## config.mk

```make
export PLATFORM = sky130hd
export DESIGN_NAME = shift_rot_unit
export DESIGN_NICKNAME = d
export VERILOG_FILES = /design/src/rtl/shift_rot_unit.sv
export SDC_FILE = /design/constraint.sdc
export NUM_CORES = 1
export LEC_CHECK = 0
export CAP_MARGIN = 20
export CELL_PAD_IN_SITES_DETAIL_PLACEMENT = 1
export CELL_PAD_IN_SITES_GLOBAL_PLACEMENT = 1
export CORE_AREA = 8 8 109 86
export CTS_BUF_LIST = sky130_fd_sc_hd__clkbuf_8
export DETAILED_ROUTE_END_ITERATION = 10
export DIE_AREA = 0 0 117 94
export GPL_ROUTABILITY_DRIVEN = 1
export HOLD_SLACK_MARGIN = 0.12
export PLACE_DENSITY_LB_ADDON = 0.1
export RECOVER_POWER = 100
export SLEW_MARGIN = 30
export SYNTH_ARGS = -nofsm -noshare
export SYNTH_HDL_FRONTEND = slang
export SYNTH_SLANG_ARGS = --single-unit
```

## constraint.sdc

```tcl
create_clock -name clock -period 3.1 [get_ports clock]
set_input_delay 0.465 -clock clock [delete_from_list [all_inputs] [get_ports clock]]
set_output_delay 0.465 -clock clock [all_outputs]
set_load 0.05 [all_outputs]
```

## src/rtl/shift_rot_unit.sv

```systemverilog
// shift_rot_unit
// Multi-cycle shift/rotate execution unit for the V30MZ execute stage.
// Moves the operand one bit position per clock so the latency tracks the
// shift count, then presents the result and flag updates for one cycle.
//
// Ports
//   clock     : rising-edge clock
//   reset_n   : asynchronous active-low reset
//   start     : request, accepted only while idle
//   abort     : synchronous kill of the operation in flight
//   op        : 0 ROL, 1 ROR, 2 ROLC, 3 RORC, 4 SHL, 5 SHR, 6 SHRA, 7 = SHL
//   size      : 0 = low byte, 1 = full DATA_W operand
//   a         : operand (sampled on accept)
//   count     : shift count, low CNT_W bits used (sampled on accept)
//   cy_in     : carry-in for ROLC/RORC (sampled on accept)
//   busy      : high from the cycle after accept through the done cycle
//   done      : one-cycle completion pulse
//   result    : shifted value; in byte mode bits above 7 are a's upper bits
//   flags     : {Z, S, P, V, CY, AC}
//   flags_we  : per-flag write enable, zero whenever done is low
module shift_rot_unit #(
  parameter int DATA_W = 16,
  parameter int CNT_W  = 5
) (
  input  logic              clock,
  input  logic              reset_n,
  input  logic              start,
  input  logic              abort,
  input  logic [2:0]        op,
  input  logic              size,
  input  logic [DATA_W-1:0] a,
  input  logic [7:0]        count,
  input  logic              cy_in,
  output logic              busy,
  output logic              done,
  output logic [DATA_W-1:0] result,
  output logic [5:0]        flags,
  output logic [5:0]        flags_we
);

  localparam int MSB_W = $clog2(DATA_W);

  localparam logic [2:0] OP_ROL  = 3'd0;
  localparam logic [2:0] OP_ROR  = 3'd1;
  localparam logic [2:0] OP_ROLC = 3'd2;
  localparam logic [2:0] OP_RORC = 3'd3;
  localparam logic [2:0] OP_SHL  = 3'd4;
  localparam logic [2:0] OP_SHR  = 3'd5;
  localparam logic [2:0] OP_SHRA = 3'd6;
  localparam logic [2:0] OP_SHL7 = 3'd7;

  typedef enum logic [1:0] {
    IDLE = 2'd0,
    STEP = 2'd1,
    DONE = 2'd2
  } state_t;

  state_t            state_q, state_nx;
  logic [CNT_W-1:0]  n_q;
  logic [DATA_W-1:0] work_q;
  logic              cy_q;
  logic [2:0]        op_q;
  logic              size_q;
  logic              a_msb_q;

  logic              accept;
  logic              last_step;
  logic [CNT_W-1:0]  cnt_m;
  logic [DATA_W:0]   step_w;
  logic              cnt_hi_unused;

  // Index of the most significant bit of the active field.
  function automatic logic [MSB_W-1:0] field_msb(input logic sz);
    return sz ? MSB_W'(DATA_W-1) : MSB_W'(7);
  endfunction

  function automatic logic [DATA_W-1:0] field_mask(input logic sz);
    return sz ? {DATA_W{1'b1}} : DATA_W'(8'hFF);
  endfunction

  function automatic logic is_left(input logic [2:0] o);
    return (o == OP_ROL) || (o == OP_ROLC) || (o == OP_SHL) || (o == OP_SHL7);
  endfunction

  // One 1-bit move on the active field; bits outside the field pass through.
  // Returns {carry_out, new_value}. ROLC/RORC treat {CY, field} as one ring.
  function automatic logic [DATA_W:0] step_one(input logic [DATA_W-1:0] v,
                                               input logic              c,
                                               input logic [2:0]        o,
                                               input logic              sz);
    logic [MSB_W-1:0]  m;
    logic [DATA_W-1:0] fm;
    logic [DATA_W-1:0] f;
    logic [DATA_W-1:0] r;
    logic              bin;
    logic              bout;
    m  = field_msb(sz);
    fm = field_mask(sz);
    f  = v & fm;
    case (o)
      OP_ROL:           bin = v[m];
      OP_ROR:           bin = v[0];
      OP_ROLC, OP_RORC: bin = c;
      OP_SHRA:          bin = v[m];
      default:          bin = 1'b0;
    endcase
    if (is_left(o)) begin
      bout = v[m];
      r    = (f << 1) & fm;
      r[0] = bin;
    end else begin
      bout = v[0];
      r    = f >> 1;
      r[m] = bin;
    end
    return {bout, r | (v & ~fm)};
  endfunction

  // Flag vector {Z, S, P, V, CY, AC} for a finished non-zero-count operation.
  function automatic logic [5:0] calc_flags(input logic [DATA_W-1:0] r,
                                            input logic              c,
                                            input logic [2:0]        o,
                                            input logic              sz,
                                            input logic              amsb);
    logic [MSB_W-1:0]  m;
    logic [DATA_W-1:0] fm;
    logic              v;
    m  = field_msb(sz);
    fm = field_mask(sz);
    case (o)
      OP_ROR, OP_RORC: v = r[m] ^ r[m - MSB_W'(1)];
      OP_SHR:          v = amsb;
      OP_SHRA:         v = 1'b0;
      default:         v = r[m] ^ c;
    endcase
    return {((r & fm) == '0), r[m], ~^r[7:0], v, c, 1'b0};
  endfunction

  // Rotates only touch CY and V; shifts also update P, S and Z.
  function automatic logic [5:0] we_for(input logic [2:0] o);
    return (o <= OP_RORC) ? 6'b000110 : 6'b111110;
  endfunction

  assign cnt_m         = count[CNT_W-1:0];
  assign cnt_hi_unused = |(count >> CNT_W);
  assign accept        = (state_q == IDLE) && start && !abort;
  assign last_step     = (state_q == STEP) && (n_q == CNT_W'(1));
  assign step_w        = step_one(work_q, cy_q, op_q, size_q);

  // ---- sequencer state register ----
  always_ff @(posedge clock or negedge reset_n) begin
    if (!reset_n) begin
      state_q <= IDLE;
    end else begin
      state_q <= state_nx;
    end
  end

  always_comb begin
    state_nx = state_q;
    case (state_q)
      IDLE: begin
        if (accept) begin
          state_nx = (cnt_m == '0) ? DONE : STEP;
        end
      end
      STEP: begin
        if (abort) begin
          state_nx = IDLE;
        end else if (n_q == CNT_W'(1)) begin
          state_nx = DONE;
        end
      end
      DONE:    state_nx = IDLE;
      default: state_nx = IDLE;
    endcase
  end

  // ---- working operand / carry (data only, no reset) ----
  always_ff @(posedge clock) begin
    if (accept) begin
      work_q  <= a;
      cy_q    <= cy_in;
      op_q    <= op;
      size_q  <= size;
      a_msb_q <= a[field_msb(size)];
    end else if (state_q == STEP) begin
      cy_q   <= step_w[DATA_W];
      work_q <= step_w[DATA_W-1:0];
    end
  end

  // ---- registered control and outputs ----
  always_ff @(posedge clock or negedge reset_n) begin
    if (!reset_n) begin
      busy     <= 1'b0;
      done     <= 1'b0;
      n_q      <= '0;
      result   <= '0;
      flags    <= '0;
      flags_we <= '0;
    end else begin
      busy <= (state_nx != IDLE);
      done <= (state_nx == DONE);

      if (accept) begin
        n_q <= cnt_m;
      end else if ((state_q == STEP) && !abort) begin
        n_q <= n_q - CNT_W'(1);
      end else if (abort) begin
        n_q <= '0;
      end

      if (abort && (state_q != IDLE)) begin
        result   <= '0;
        flags    <= '0;
        flags_we <= '0;
      end else if (accept && (cnt_m == '0)) begin
        result   <= a;
        flags    <= '0;
        flags_we <= '0;
      end else if (last_step) begin
        result   <= step_w[DATA_W-1:0];
        flags    <= calc_flags(step_w[DATA_W-1:0], step_w[DATA_W], op_q, size_q, a_msb_q);
        flags_we <= we_for(op_q);
      end else if (state_q == DONE) begin
        flags_we <= '0;
      end
    end
  end

endmodule
```

==> results.sh <==
export IMPL_run_status="finished with violations"
export IMPL_setup_viol=0
export IMPL_irDropWorstVdd_v=0.000307
export IMPL_yosysSeqAreaShare_pct=47.8
export IMPL_cts_resized=0
export IMPL_hpwlAfterDp_mm=6.13
export IMPL_vias=2468
export IMPL_path_max_fanout=18
export IMPL_clockBufferDepth=2
export IMPL_synth_top_area_share_pct=26.2
export IMPL_period_needed_ns=2.89
export IMPL_grt_max_degree=33
export IMPL_synth_top_area_cell="dfrtp_1"
export IMPL_finClkSkew_ns=0.00946
export IMPL_die_w_microns=117
export IMPL_synth_cell_types=60
export IMPL_violations="max-capacitance violations, max-slew violations"
export IMPL_critPathRequiredTime_ns=3.36
export IMPL_htreeDepth=2
export IMPL_nets=372
export IMPL_firstDrtPassIters=4
export IMPL_first_iter_violations=123
export IMPL_yosys_area_share_simple_pct=14.3
export IMPL_pin_count=63
export IMPL_cts_buffers=5
export IMPL_die_area_sq_mm=0.0110
export IMPL_synth_edf_count=22
export IMPL_grt_pass1_wl_mm=14.0
export IMPL_viasPerCell=5.62
export IMPL_setup_ws_ns=0.214
export IMPL_overflow=0
export IMPL_synth_area_top_cells="dfrtp_1, edfxtp_1, a221o_1"
export IMPL_netlist_top_cells_count="dfrtp_1, nor2_1, edfxtp_1, a221o_1, nand2_1"
export IMPL_fin_tns_setup_ns=0
export IMPL_fillers=872
export IMPL_cts_sinks=54
export IMPL_whs_ns=0.483
export IMPL_routed_wl_mm=8.58
export IMPL_crit_type="in -> reg"
export IMPL_syn_area_per_cell_sq_um=10.9
export IMPL_hold_viol_final=0
export IMPL_first_global_vias=2665
export IMPL_synthCells=280
export IMPL_wl_met1_mm=4.47
export IMPL_drc_errors=0
export IMPL_antenna_found_initial=0
export IMPL_cts_tree="built"
export IMPL_clk_pin_slew_ns=0.10
export IMPL_hold_path_class="reg -> reg"
export IMPL_diodes=0
export IMPL_drv_cap=1
export IMPL_synth_ff_type="dfrtp_1"
export IMPL_rows=28
export IMPL_pre_cts_slack_ns=0.315
export IMPL_grt_total_usage_pct=16.3
export IMPL_slew_viol_final=33
export IMPL_power_density_mw_per_mm2=597
export IMPL_synth_compound_area_share_pct=22.1
export IMPL_worst_pin_slew_ns=1.85
export IMPL_ant_nets=0
export IMPL_synth_xor_area_share_pct=1.43
export IMPL_fmax_mhz=346
export IMPL_wire_per_inst_microns=19.6
export IMPL_muxShareOfSynthArea_pct=5.32
export IMPL_drive_above_1_share_pct=7.49
export IMPL_end_kind="register"
export IMPL_numPortBuffers=57
export IMPL_rsz0062_at_grt="no"
export IMPL_clk_latency_ns=0.32
export IMPL_top_layer_used="met4"
export IMPL_post_cts_buffers=0
export IMPL_arrival_ns=3.14
export IMPL_gp_congestion=0.810
export IMPL_critPathLaunchType="primary input"
export IMPL_route_met2_wl_mm=3.69
export IMPL_ys_warn_count=0
export IMPL_postCtsHoldBufs=0
export IMPL_synth_top_family_by_area="compound AO/OA/AOI/OAI gates"
export IMPL_p_leak_nw=1.62
export IMPL_coreArea_sq_mm=0.00764
export IMPL_synth_seq_cells=54
export IMPL_synth_area_sq_mm=0.00306
export IMPL_area_growth_pct=22.7
export IMPL_period_share_pct=93.1
export IMPL_wl_met3_microns=363
export IMPL_synth_adder_area_share_pct=2.45
export IMPL_chipHeight_microns=94
export IMPL_initial_core_util_pct=40.0
export IMPL_slew_limit_headroom_pct=-23.5
export IMPL_synth_most_common_cell="dfrtp_1"
export IMPL_synthArstFlopShare_pct=59.3
export IMPL_root_buffer="clkbuf_8"
[cell type report]
type / count / area [sq um] / area share (%)
Clock buffer: 5 / 68.8 / 1.83
Clock inverter: 3 / 41.3 / 1.10
Inverter: 6 / 22.5 / 0.600
Multi-Input combinational cell: 198 / 1380 / 36.9
Sequential cell: 54 / 1460 / 39.0
Tap cell: 105 / 131 / 3.50
Timing Repair Buffer: 68 / 643 / 17.1
[cell families after synthesis]
family	Yosys count
AO/OA/AOI/OAI	88
AND/OR/NAND/NOR	81
flip-flops	54
buffers and inverters	29
multiplexers	16
adder cells (fa/ha/maj)	6
XOR/XNOR	5
other	1
[registers in the layout (all words and copies together) (netlist names), 2 cells and up]
name and count:
work_q 16, op_q 3, n_q 5, flags_we 2
flags 5, result 16, state_q 2
[stage by stage]
stage / instance area (sq um) / power [mW] / instances / util [%]
2_1_floorplan: 3060 / 1.51 / 281 / -
3_3_place_gp: 3680 / 1.76 / 431 / 48.2
3_5_place_dp: 3690 / 1.79 / 431 / 48.3
4_1_cts: 3800 / 2.28 / 439 / 49.8
5_1_grt: 3750 / 2.35 / 439 / 49.1
6_report: 3750 / 2.24 / 439 / 49.1
[placed cells by master (no fill, tap or decap), types with 3 or more instances in the layout]
cell	count
dlygate4sd3_1	34
dfrtp_1	32
nor2_1	29
clkdlybuf4s50_1	23
edfxtp_1	22
a221o_1	17
nand2_1	15
mux2i_1	14
a21oi_1	14
o21ai_0	13
a211oi_1	13
inv_1	7
a21o_1	7
nand2b_1	6
ha_1	6
clkbuf_1	6
clkbuf_8	5
nor3_1	4
nand3_1	4
or3_1	4
buf_4	4
xor2_1	3
a31oi_1	3
nor3b_1	3
[where the power goes]
| part | internal [mW] | leakage [nW] | total, mW | switching (mW) |
|---|---|---|---|---|
| Sequential | 0.874 | 0.647 | 0.965 | 0.0901 |
| Clock | 0.238 | 0.0556 | 0.488 | 0.250 |
| Combinational | 0.291 | 0.921 | 0.787 | 0.495 |
| Total | 1.40 | 1.62 | 2.24 | 0.835 |
[worst max-delay path, stage by stage]
cell and delay (ns):
dlygate4sd3_1 0.60, nand2b_1 0.23, or3_2 0.53, nor3_1 0.23
clkbuf_1 0.79, a221o_1 0.30
[path summary, 6_finish.rpt]
kind / to / cells past startpoint / slack [ns] / startpoint
max: result[4]$_DFFE_PN0P_ / 6 / 0.21 / abort
min: flags[3]$_DFFE_PN0P_ / 2 / 0.48 / flags[3]$_DFFE_PN0P_
max reg2reg: flags[5]$_DFFE_PN0P_ / 8 / 0.27 / op_q[2]$_DFFE_PP_
min reg2reg: flags[3]$_DFFE_PN0P_ / 2 / 0.48 / flags[3]$_DFFE_PN0P_
max in group asynchronous: flags[1]$_DFFE_PN0P_ / 2 / 0.86 / reset_n
min in group asynchronous: n_q[3]$_DFFE_PN0P_ / 2 / 1.17 / reset_n
[layer usage]
layer / GRT usage (%) / vias to the layer above
li1: - / 1162
met1: 23.3 / 1247
met2: 24.2 / 53
met3: 3.66 / 6
met4: 3.93 / 0
met5: 0 / -
No activity file was read; power rests on OpenSTA's default activity.
